$ cat src/rtl/serial_bit_feeder_if.sv
// Load port of the serial bit feeder: a parallel word with valid/ready handshake.
interface serial_bit_feeder_if #(
  parameter int unsigned WIDTH = 8
);
  logic [WIDTH-1:0] data_in;
  logic             load_valid;
  logic             load_ready;

  modport master (output data_in, output load_valid, input load_ready);
  modport slave  (input data_in, input load_valid, output load_ready);
endinterface

$ cat src/rtl/serial_bit_feeder.sv
// Serializes parallel words one bit per clock onto x, with a one-word holding
// register so the next word can be loaded while the current one shifts out.
module serial_bit_feeder #(
  parameter int unsigned WIDTH     = 8,
  parameter bit          MSB_FIRST = 1'b1,
  parameter int unsigned GAP       = 0
) (
  input  logic                clock,
  input  logic                reset,
  serial_bit_feeder_if.slave  load,
  output logic                x,
  output logic                x_valid,
  output logic                word_start,
  output logic                word_done,
  output logic                busy
);

  localparam int unsigned CNT_W = $clog2(WIDTH);
  localparam int unsigned GAP_W = 4;
  localparam logic [CNT_W-1:0] BIT_LAST = CNT_W'(WIDTH - 1);
  localparam logic [GAP_W-1:0] GAP_LAST = (GAP == 0) ? '0 : GAP_W'(GAP - 1);

  typedef enum logic [1:0] {
    IDLE    = 2'd0,
    SHIFT   = 2'd1,
    GAPPING = 2'd2
  } state_t;

  state_t           state, state_n;
  logic [WIDTH-1:0] hold, hold_n;
  logic             hold_full, hold_full_n;
  logic [WIDTH-1:0] shreg, shreg_n;
  logic [CNT_W-1:0] bitcnt, bitcnt_n;
  logic [GAP_W-1:0] gapcnt, gapcnt_n;
  logic             xfer;
  logic             x_n, x_valid_n, word_start_n, word_done_n, busy_n;

  // State and datapath registers; outputs are registered from next-state values.
  always_ff @(posedge clock or posedge reset) begin
    if (reset) begin
      state           <= IDLE;
      hold            <= '0;
      hold_full       <= 1'b0;
      shreg           <= '0;
      bitcnt          <= '0;
      gapcnt          <= '0;
      load.load_ready <= 1'b1;
      x               <= 1'b0;
      x_valid         <= 1'b0;
      word_start      <= 1'b0;
      word_done       <= 1'b0;
      busy            <= 1'b0;
    end else begin
      state           <= state_n;
      hold            <= hold_n;
      hold_full       <= hold_full_n;
      shreg           <= shreg_n;
      bitcnt          <= bitcnt_n;
      gapcnt          <= gapcnt_n;
      load.load_ready <= ~hold_full_n;
      x               <= x_n;
      x_valid         <= x_valid_n;
      word_start      <= word_start_n;
      word_done       <= word_done_n;
      busy            <= busy_n;
    end
  end

  // Next-state, hold handshake and output decode.
  always_comb begin
    state_n     = state;
    hold_n      = hold;
    hold_full_n = hold_full;
    shreg_n     = shreg;
    bitcnt_n    = bitcnt;
    gapcnt_n    = gapcnt;
    xfer        = 1'b0;

    case (state)
      IDLE: begin
        if (hold_full) xfer = 1'b1;
      end
      SHIFT: begin
        shreg_n  = MSB_FIRST ? {shreg[WIDTH-2:0], 1'b0} : {1'b0, shreg[WIDTH-1:1]};
        bitcnt_n = bitcnt + CNT_W'(1);
        if (bitcnt == BIT_LAST) begin
          bitcnt_n = '0;
          if (GAP != 0) begin
            state_n  = GAPPING;
            gapcnt_n = '0;
          end else if (hold_full) begin
            xfer = 1'b1;
          end else begin
            state_n = IDLE;
          end
        end
      end
      GAPPING: begin
        gapcnt_n = gapcnt + GAP_W'(1);
        if (gapcnt == GAP_LAST) begin
          gapcnt_n = '0;
          if (hold_full) xfer = 1'b1;
          else           state_n = IDLE;
        end
      end
      default: state_n = IDLE;
    endcase

    // A transfer needs a full hold, so it never coincides with an accept.
    if (xfer) begin
      shreg_n     = hold;
      bitcnt_n    = '0;
      state_n     = SHIFT;
      hold_full_n = 1'b0;
    end else if (load.load_valid && !hold_full) begin
      hold_n      = load.data_in;
      hold_full_n = 1'b1;
    end

    x_valid_n    = (state_n == SHIFT);
    x_n          = x_valid_n & (MSB_FIRST ? shreg_n[WIDTH-1] : shreg_n[0]);
    word_start_n = x_valid_n && (bitcnt_n == '0);
    word_done_n  = x_valid_n && (bitcnt_n == BIT_LAST);
    busy_n       = (state_n != IDLE) || hold_full_n;
  end

endmodule
$ cat src/flat_wrapper.sv
// flat-port wrapper written by rule: the top's interface ports become plain ports
module serial_bit_feeder_flat 
#(
  parameter int unsigned WIDTH     = 8,
  parameter bit          MSB_FIRST = 1'b1,
  parameter int unsigned GAP       = 0
)
  (clock, reset, x, x_valid, word_start, word_done, busy, load_data_in, load_load_valid, load_load_ready);
  serial_bit_feeder_if #(.WIDTH(WIDTH)) load_i ();
  input  logic clock;
  input  logic reset;
  output logic x;
  output logic x_valid;
  output logic word_start;
  output logic word_done;
  output logic busy;
  input wire logic [$bits(load_i.data_in)-1:0] load_data_in;
  input wire logic [$bits(load_i.load_valid)-1:0] load_load_valid;
  output wire logic [$bits(load_i.load_ready)-1:0] load_load_ready;
  assign load_i.data_in = load_data_in;
  assign load_i.load_valid = load_load_valid;
  assign load_load_ready = load_i.load_ready;
  serial_bit_feeder #(.WIDTH(WIDTH), .MSB_FIRST(MSB_FIRST), .GAP(GAP)) u_core (.clock(clock), .reset(reset), .load(load_i), .x(x), .x_valid(x_valid), .word_start(word_start), .word_done(word_done), .busy(busy));
endmodule
$ cat config.mk
export PLATFORM = sky130hd
export DESIGN_NAME = serial_bit_feeder_flat
export DESIGN_NICKNAME = d
export VERILOG_FILES = /design/src/rtl/serial_bit_feeder_if.sv /design/src/rtl/serial_bit_feeder.sv /design/src/flat_wrapper.sv
export SDC_FILE = /design/constraint.sdc
export NUM_CORES = 1
export LEC_CHECK = 0
export CORE_ASPECT_RATIO = 0.6
export CORE_MARGIN = 5
export CORE_UTILIZATION = 65
export CTS_CLUSTER_DIAMETER = 120
export DETAILED_ROUTE_END_ITERATION = 12
export DONT_BUFFER_PORTS = 1
export PLACE_DENSITY = 0.81
export SYNTH_ARGS = -nofsm -noshare
export SYNTH_HDL_FRONTEND = slang
export SYNTH_SLANG_ARGS = --single-unit
$ cat constraint.sdc
create_clock -name clock -period 3.6 [get_ports clock]
set_input_delay 0.72 -clock clock [delete_from_list [all_inputs] [get_ports clock]]
set_output_delay 0.72 -clock clock [all_outputs]
set_load 0.01 [all_outputs]
==> After elaboration in Yosys (flattened, before gate mapping) <==
Cells that the tools add are included.
Widths: inputs -> output; s select.
{ "totals": {"word_cells": 51, "memories": 0, "regBits": 32, "latchBits": 0, "mem_bits_rw": 0, "rom_bits": 0, "output_inout_bits": 6, "in_bits": 11} }
{ "op_classes": {"shift": 0, "muxes": 17, "eq_ne": 5, "n_bitwise": 3, "div_mod_pow": 0, "order_cmp": 0, "n_addsub": 2, "reduce_logical": 11, "multipliers": 0} }
{ "op_table": {"columns": ["operator", "n"], "rows": [
  ["$mux 8", 2],
  ["$mux 3", 3],
  ["$mux 2", 4],
  ["$eq 3x3->1 const B", 2],
  ["$pmux 2 s3", 1],
  ["$mux 1", 5],
  ["$add 4x1->4 const B", 1],
  ["$eq 2x1->1 const B", 2],
  ["$logic_not 4->1", 1],
  ["$mux 4", 1],
  ["$reduce_bool 2->1", 2],
  ["$add 3x1->3 const B", 1],
  ["$logic_and 1x1->1", 3],
  ["$logic_not 3->1", 1],
  ["$pmux 1 s3", 1],
  ["$eq 2x2->1 const B", 1],
  ["$logic_not 2->1", 1],
  ["$not 1->1", 2],
  ["$reduce_and 2->1", 1],
  ["$and 1x1->1", 1],
  ["$logic_not 1->1", 1],
  ["$logic_or 1x1->1", 1]
]} }

==> Depth between registers and ports, before layout <==
{ "logic_depth": {"word_depth": 6, "depth_mapped": 9, "ltp_nobuf": 6} }

==> Least setup slack after synthesis <==
No wires, ideal clock.
{ "synth_path": {"kind": "reg-to-reg", "startpoint": "register u_core.bitcnt[0]", "endpoint": "register u_core.state[0]", "period_less_slack_ns": 1.733, "slack_ns": 1.867, "arrival_time_ns": 1.615, "setup_time_ns": 0.118, "stages_incl_launch_ff": 8, "path_cell_list": "dfrtp_1 > ha_1 > ha_1 > nor2b_1 > o311a_1 > buf_6 > buf_6 > a21o_1"} }
{ "synth_between": {"elab_chain_cells": 4, "word_cells_on_any_way": 6, "cone_classes": "eq/ne (1); mux (5)"} }
{ "synth_lines": {"columns": ["element", "line", "text"], "rows": [
  ["start: declaration", "serial_bit_feeder.sv:33", "logic [CNT_W-1:0] bitcnt, bitcnt_n;"],
  ["start signal: assignment", "serial_bit_feeder.sv:58", "bitcnt <= bitcnt_n;"],
  ["$eq 3x3->1 (*)", "serial_bit_feeder.sv:86", "if (bitcnt == BIT_LAST) begin"],
  ["$mux 2 / $mux 1 (equally long branches)", "serial_bit_feeder.sv:86", null],
  ["$pmux 2 s3 / $pmux 1 s3 (equally long branches)", "serial_bit_feeder.sv:79", "case (state)"],
  ["$mux 2 (*)", "serial_bit_feeder.sv:110", "if (xfer) begin"],
  ["via u_core.state_n[0]", "serial_bit_feeder.sv:29", "state_t state, state_n;"],
  ["end signal: assignment", "serial_bit_feeder.sv:54", "state <= state_n;"],
  ["end: declaration", "serial_bit_feeder.sv:29", null]
]} }
The timed path passes the listed nets; every way through them passes the cells marked *.
A chain may end at the register's enable or synchronous reset.

==> Worst setup path in the final report <==
{ "layout_path": {"startpoint": "register u_core.state[0]", "endpoint": "register u_core.word_done"} }
{ "layout_between": {"word_cells_on_any_way": 14, "cone_classes": "eq/ne (4); mux (8); reduce/logical (2)"} }
{ "layout_lines": {"columns": ["element", "line", "text"], "rows": [
  ["$eq 2x2->1, or another cell as far along", "serial_bit_feeder.sv:79", null],
  ["$pmux 1 s3 / $mux 3 (equally long branches)", "serial_bit_feeder.sv:79", null],
  ["$mux 3 (*)", "serial_bit_feeder.sv:110", null],
  ["via u_core.bitcnt_n[1]", "serial_bit_feeder.sv:33", null],
  ["$eq 3x3->1 (*)", "serial_bit_feeder.sv:123", "word_done_n = x_valid_n && (bitcnt_n == BIT_LAST);"],
  ["$logic_and 1x1->1 (*)", "serial_bit_feeder.sv:123", null],
  ["via u_core.word_done_n", "serial_bit_feeder.sv:36", "logic x_n, x_valid_n, word_start_n, word_done_n, busy_n;"],
  ["end signal: assignment", "serial_bit_feeder.sv:64", "word_done <= word_done_n;"],
  ["end: declaration", "serial_bit_feeder.sv:14", "output logic word_done,"]
]} }
Marked as above.

==> results.sh <==
export IMPL_status="finished clean"
export IMPL_crit_arrival_ns=2.58
export IMPL_grt_pass1_vias=975
export IMPL_cellPowerDensity_nw_per_um2=834.5
export IMPL_h_tree_depth=2
export IMPL_async_reset_ff_frac=1.000
export IMPL_crit_chain="inv_1 > ha_1 > nor4bb_4 > o311a_1 > nor2_4 > nor4b_2"
export IMPL_die_x_um=72.41
export IMPL_die_h_um=47.45
export IMPL_insertion_delay_ns=0.28
export IMPL_dp_cells=154
export IMPL_reg2reg_from="u_core.state[0]"
export IMPL_synthTopCellsByCount="31 x dfrtp_1, 14 x nand2_1, 11 x o21ai_0"
export IMPL_drv_cap=0
export IMPL_wirelength_mm=2.860
export IMPL_row_count=13
export IMPL_gr_total_overflow=0
export IMPL_syn_avg_cell_area_um2=11.87
export IMPL_cts_sinks=32
export IMPL_syn_area_um2=1519
export IMPL_criticalPathCategory="reg2reg"
export IMPL_required_ns=3.76
export IMPL_worstSetupStartpoint="u_core.state[0]"
export IMPL_p_total_mw=1.341
export IMPL_ys_flop_type="dfrtp_1"
export IMPL_io_pins=17
export IMPL_p_leak_nw=0.7504
export IMPL_ys_seq_area_frac=0.5280
export IMPL_timing_final_crit_share=0.6721
export IMPL_via_count=964
export IMPL_finalNetCount=150
export IMPL_place_gp_congestion=0.8011
export IMPL_synth_cell_types=34
export IMPL_critPathLaunchType="flop"
export IMPL_antenna_found_initial=0
export IMPL_grt_pass1_wl_mm=4.802
export IMPL_wire_per_inst_um=17.65
export IMPL_ir_worst_vdd_mv=0.4885
export IMPL_yosysMostFrequentCell="dfrtp_1"
export IMPL_rsz0062_at_grt="no"
export IMPL_synth_area_leaders="dfrtp_1 51%, ha_1 6.6%, mux2_2 5.9%"
export IMPL_fillers=161
export IMPL_cp_end_kind="flop"
export IMPL_ctsHoldBuffers=0
export IMPL_cpPeakStageDelay_ns=0.69
export IMPL_drc=0
export IMPL_finalClockSkew_ns=0.008200
export IMPL_numCtsBuffers=5
export IMPL_io_buffers=0
export IMPL_final_cells=162
export IMPL_finalMaxSlewViolations=0
export IMPL_hp_class="in2async"
export IMPL_drtAntennaViolNets=0
export IMPL_cts_tree="yes"
export IMPL_postSynthCellCount=128
export IMPL_final_util=0.7316
export IMPL_post_cts_buffers=0
export IMPL_ys_warn_count=0
export IMPL_vias_per_cell=5.951
export IMPL_drtIter0Drc=35
export IMPL_diodes=0
export IMPL_max_slew_margin=0.5066
export IMPL_ys_seq_elements=32
export IMPL_cp_max_fo=19
export IMPL_fin_setup_tns_ns=0
export IMPL_clk_pin_slew_ns=0.07
export IMPL_first_pass_iters=4
export IMPL_syn_nets=147
export IMPL_synth_top_area_share=0.5107
export IMPL_synth_edff_count=0
export IMPL_cts_root_buf="clkbuf_8"
export IMPL_core_area_um2=2196
export IMPL_grt_usage=0.1953
export IMPL_post_synth_top_area_cell="dfrtp_1"
export IMPL_crit_slowest_cell="o311a_1"
export IMPL_drive_above_1_share=0.1591
export IMPL_die_area_um2=3435
export IMPL_fmax_ghz=0.4133
export IMPL_dpl_hpwl_mm=2.018
export IMPL_area_delta_synth_final_pct=5.766
export IMPL_setup_viol=0
export IMPL_clk_path_buf_depth=2
export IMPL_worst_pin_slew_ns=0.7386
export IMPL_start_util=0.6917
export IMPL_hold_viol_final=0
export IMPL_holdWs_ns=0.4171
export IMPL_grt_max_degree=33
export IMPL_min_period_ns=2.420
export IMPL_post_cts_resized=0
export IMPL_ff2ff_path_depth=6
==> cells in the final DEF (no fill, tap or decap), drive strengths merged <==
cell / Yosys / routed
nand4: 1 / 1
and3b: 1 / 1
a211oi: 1 / 1
o31ai: 1 / 1
nor2: 5 / 5
nand2: 14 / 14
nand2b: 1 / 1
mux2i: 8 / 8
o311a: 1 / 1
or2: 1 / 1
a211o: 1 / 1
nor3b: 2 / 2
mux2: 8 / 8
and3: 1 / 1
nor4bb: 1 / 1
a21oi: 3 / 3
inv: 7 / 7
nor4b: 1 / 1
clkbuf: 1 / 7
o2bb2ai: 1 / 1
buf: 4 / 1
dfrtp: 31 / 31
xnor2: 1 / 1
or3b: 1 / 1
nand3: 5 / 5
dfstp: 1 / 1
nor2b: 4 / 4
clkinv: 0 / 1
o311ai: 1 / 1
ha: 8 / 8
o21ai: 11 / 11
a21o: 1 / 1
==> registers in the layout (all words and copies together) (netlist names) <==
name and flops:
u_core.bitcnt 3, u_core.word_start 1, u_core.gapcnt 4, u_core.busy 1, u_core.word_done 1, u_core.shreg 8, u_core.x_valid 1, u_core.x 1
u_core.hold 8, u_core.load.load_ready 1, u_core.hold_full 1, u_core.state 2
==> critical path: cells and delay by family (launching register included) <==
family	cells	cell delay [ns]
simple gates	3	0.69
compound gates	1	0.69
flops	1	0.43
fa+ha+maj	1	0.38
buf+inv	1	0.12
==> cells by family after synthesis <==
kind of cell | Yosys count | share of synthesized area
xor+xnor | 1 | 0.005767
flops | 32 | 0.5280
fa+ha+maj | 8 | 0.06590
compound gates | 21 | 0.09638
buf+inv | 12 | 0.04283
mux | 16 | 0.1120
simple gates | 38 | 0.1491
==> worst paths after layout <==
check	endpoint	slack, ns
worst max-delay path	u_core.word_done	1.18
worst min-delay path	u_core.hold[2]	0.42
worst max register to register	u_core.word_done	1.18
worst min register to register	u_core.shreg[5]	0.49
max in group asynchronous	u_core.load.load_ready	2.86
min in group clock	u_core.shreg[5]	0.49
==> per-stage QoR <==
| stage | cell area (um2) | worst slack (ns) |
|---|---|---|
| after floorplan | 1519 | 1.867 |
| after global placement | 1525 | 1.361 |
| after detailed placement | 1525 | 1.212 |
| after CTS | 1607 | 1.205 |
| after global routing | 1607 | 1.051 |
| final | 1607 | 1.180 |
==> layer usage <==
layer | vias up | wire, um | share of wire | track usage
li1 | 452 | - | - | -
met1 | 478 | 1317 | 0.46 | 0.2378
met2 | 32 | 1312 | 0.46 | 0.3255
met3 | 2 | 218 | 0.076 | 0.08805
met4 | 0 | 12 | 0.0042 | 0.05515
met5 | - | 0 | 0 | 0
==> power breakdown <==
part,internal (mW),switching (mW)
Combinational,0.205,0.272
Clock,0.135,0.125
Sequential,0.504,0.0987
==> area by class of cell <==
class                      instances  area (um2)  area share
timing repair buffer               1       7.507    0.004673
tap                               30       37.54     0.02336
clock buffer                       7       76.32     0.04751
multi-input combinational         84       651.9      0.4058
sequential                        32       802.0      0.4992
clock inverter                     1       5.005    0.003115
inverter                           7       26.28     0.01636
(Power assumes the default switching activity.)
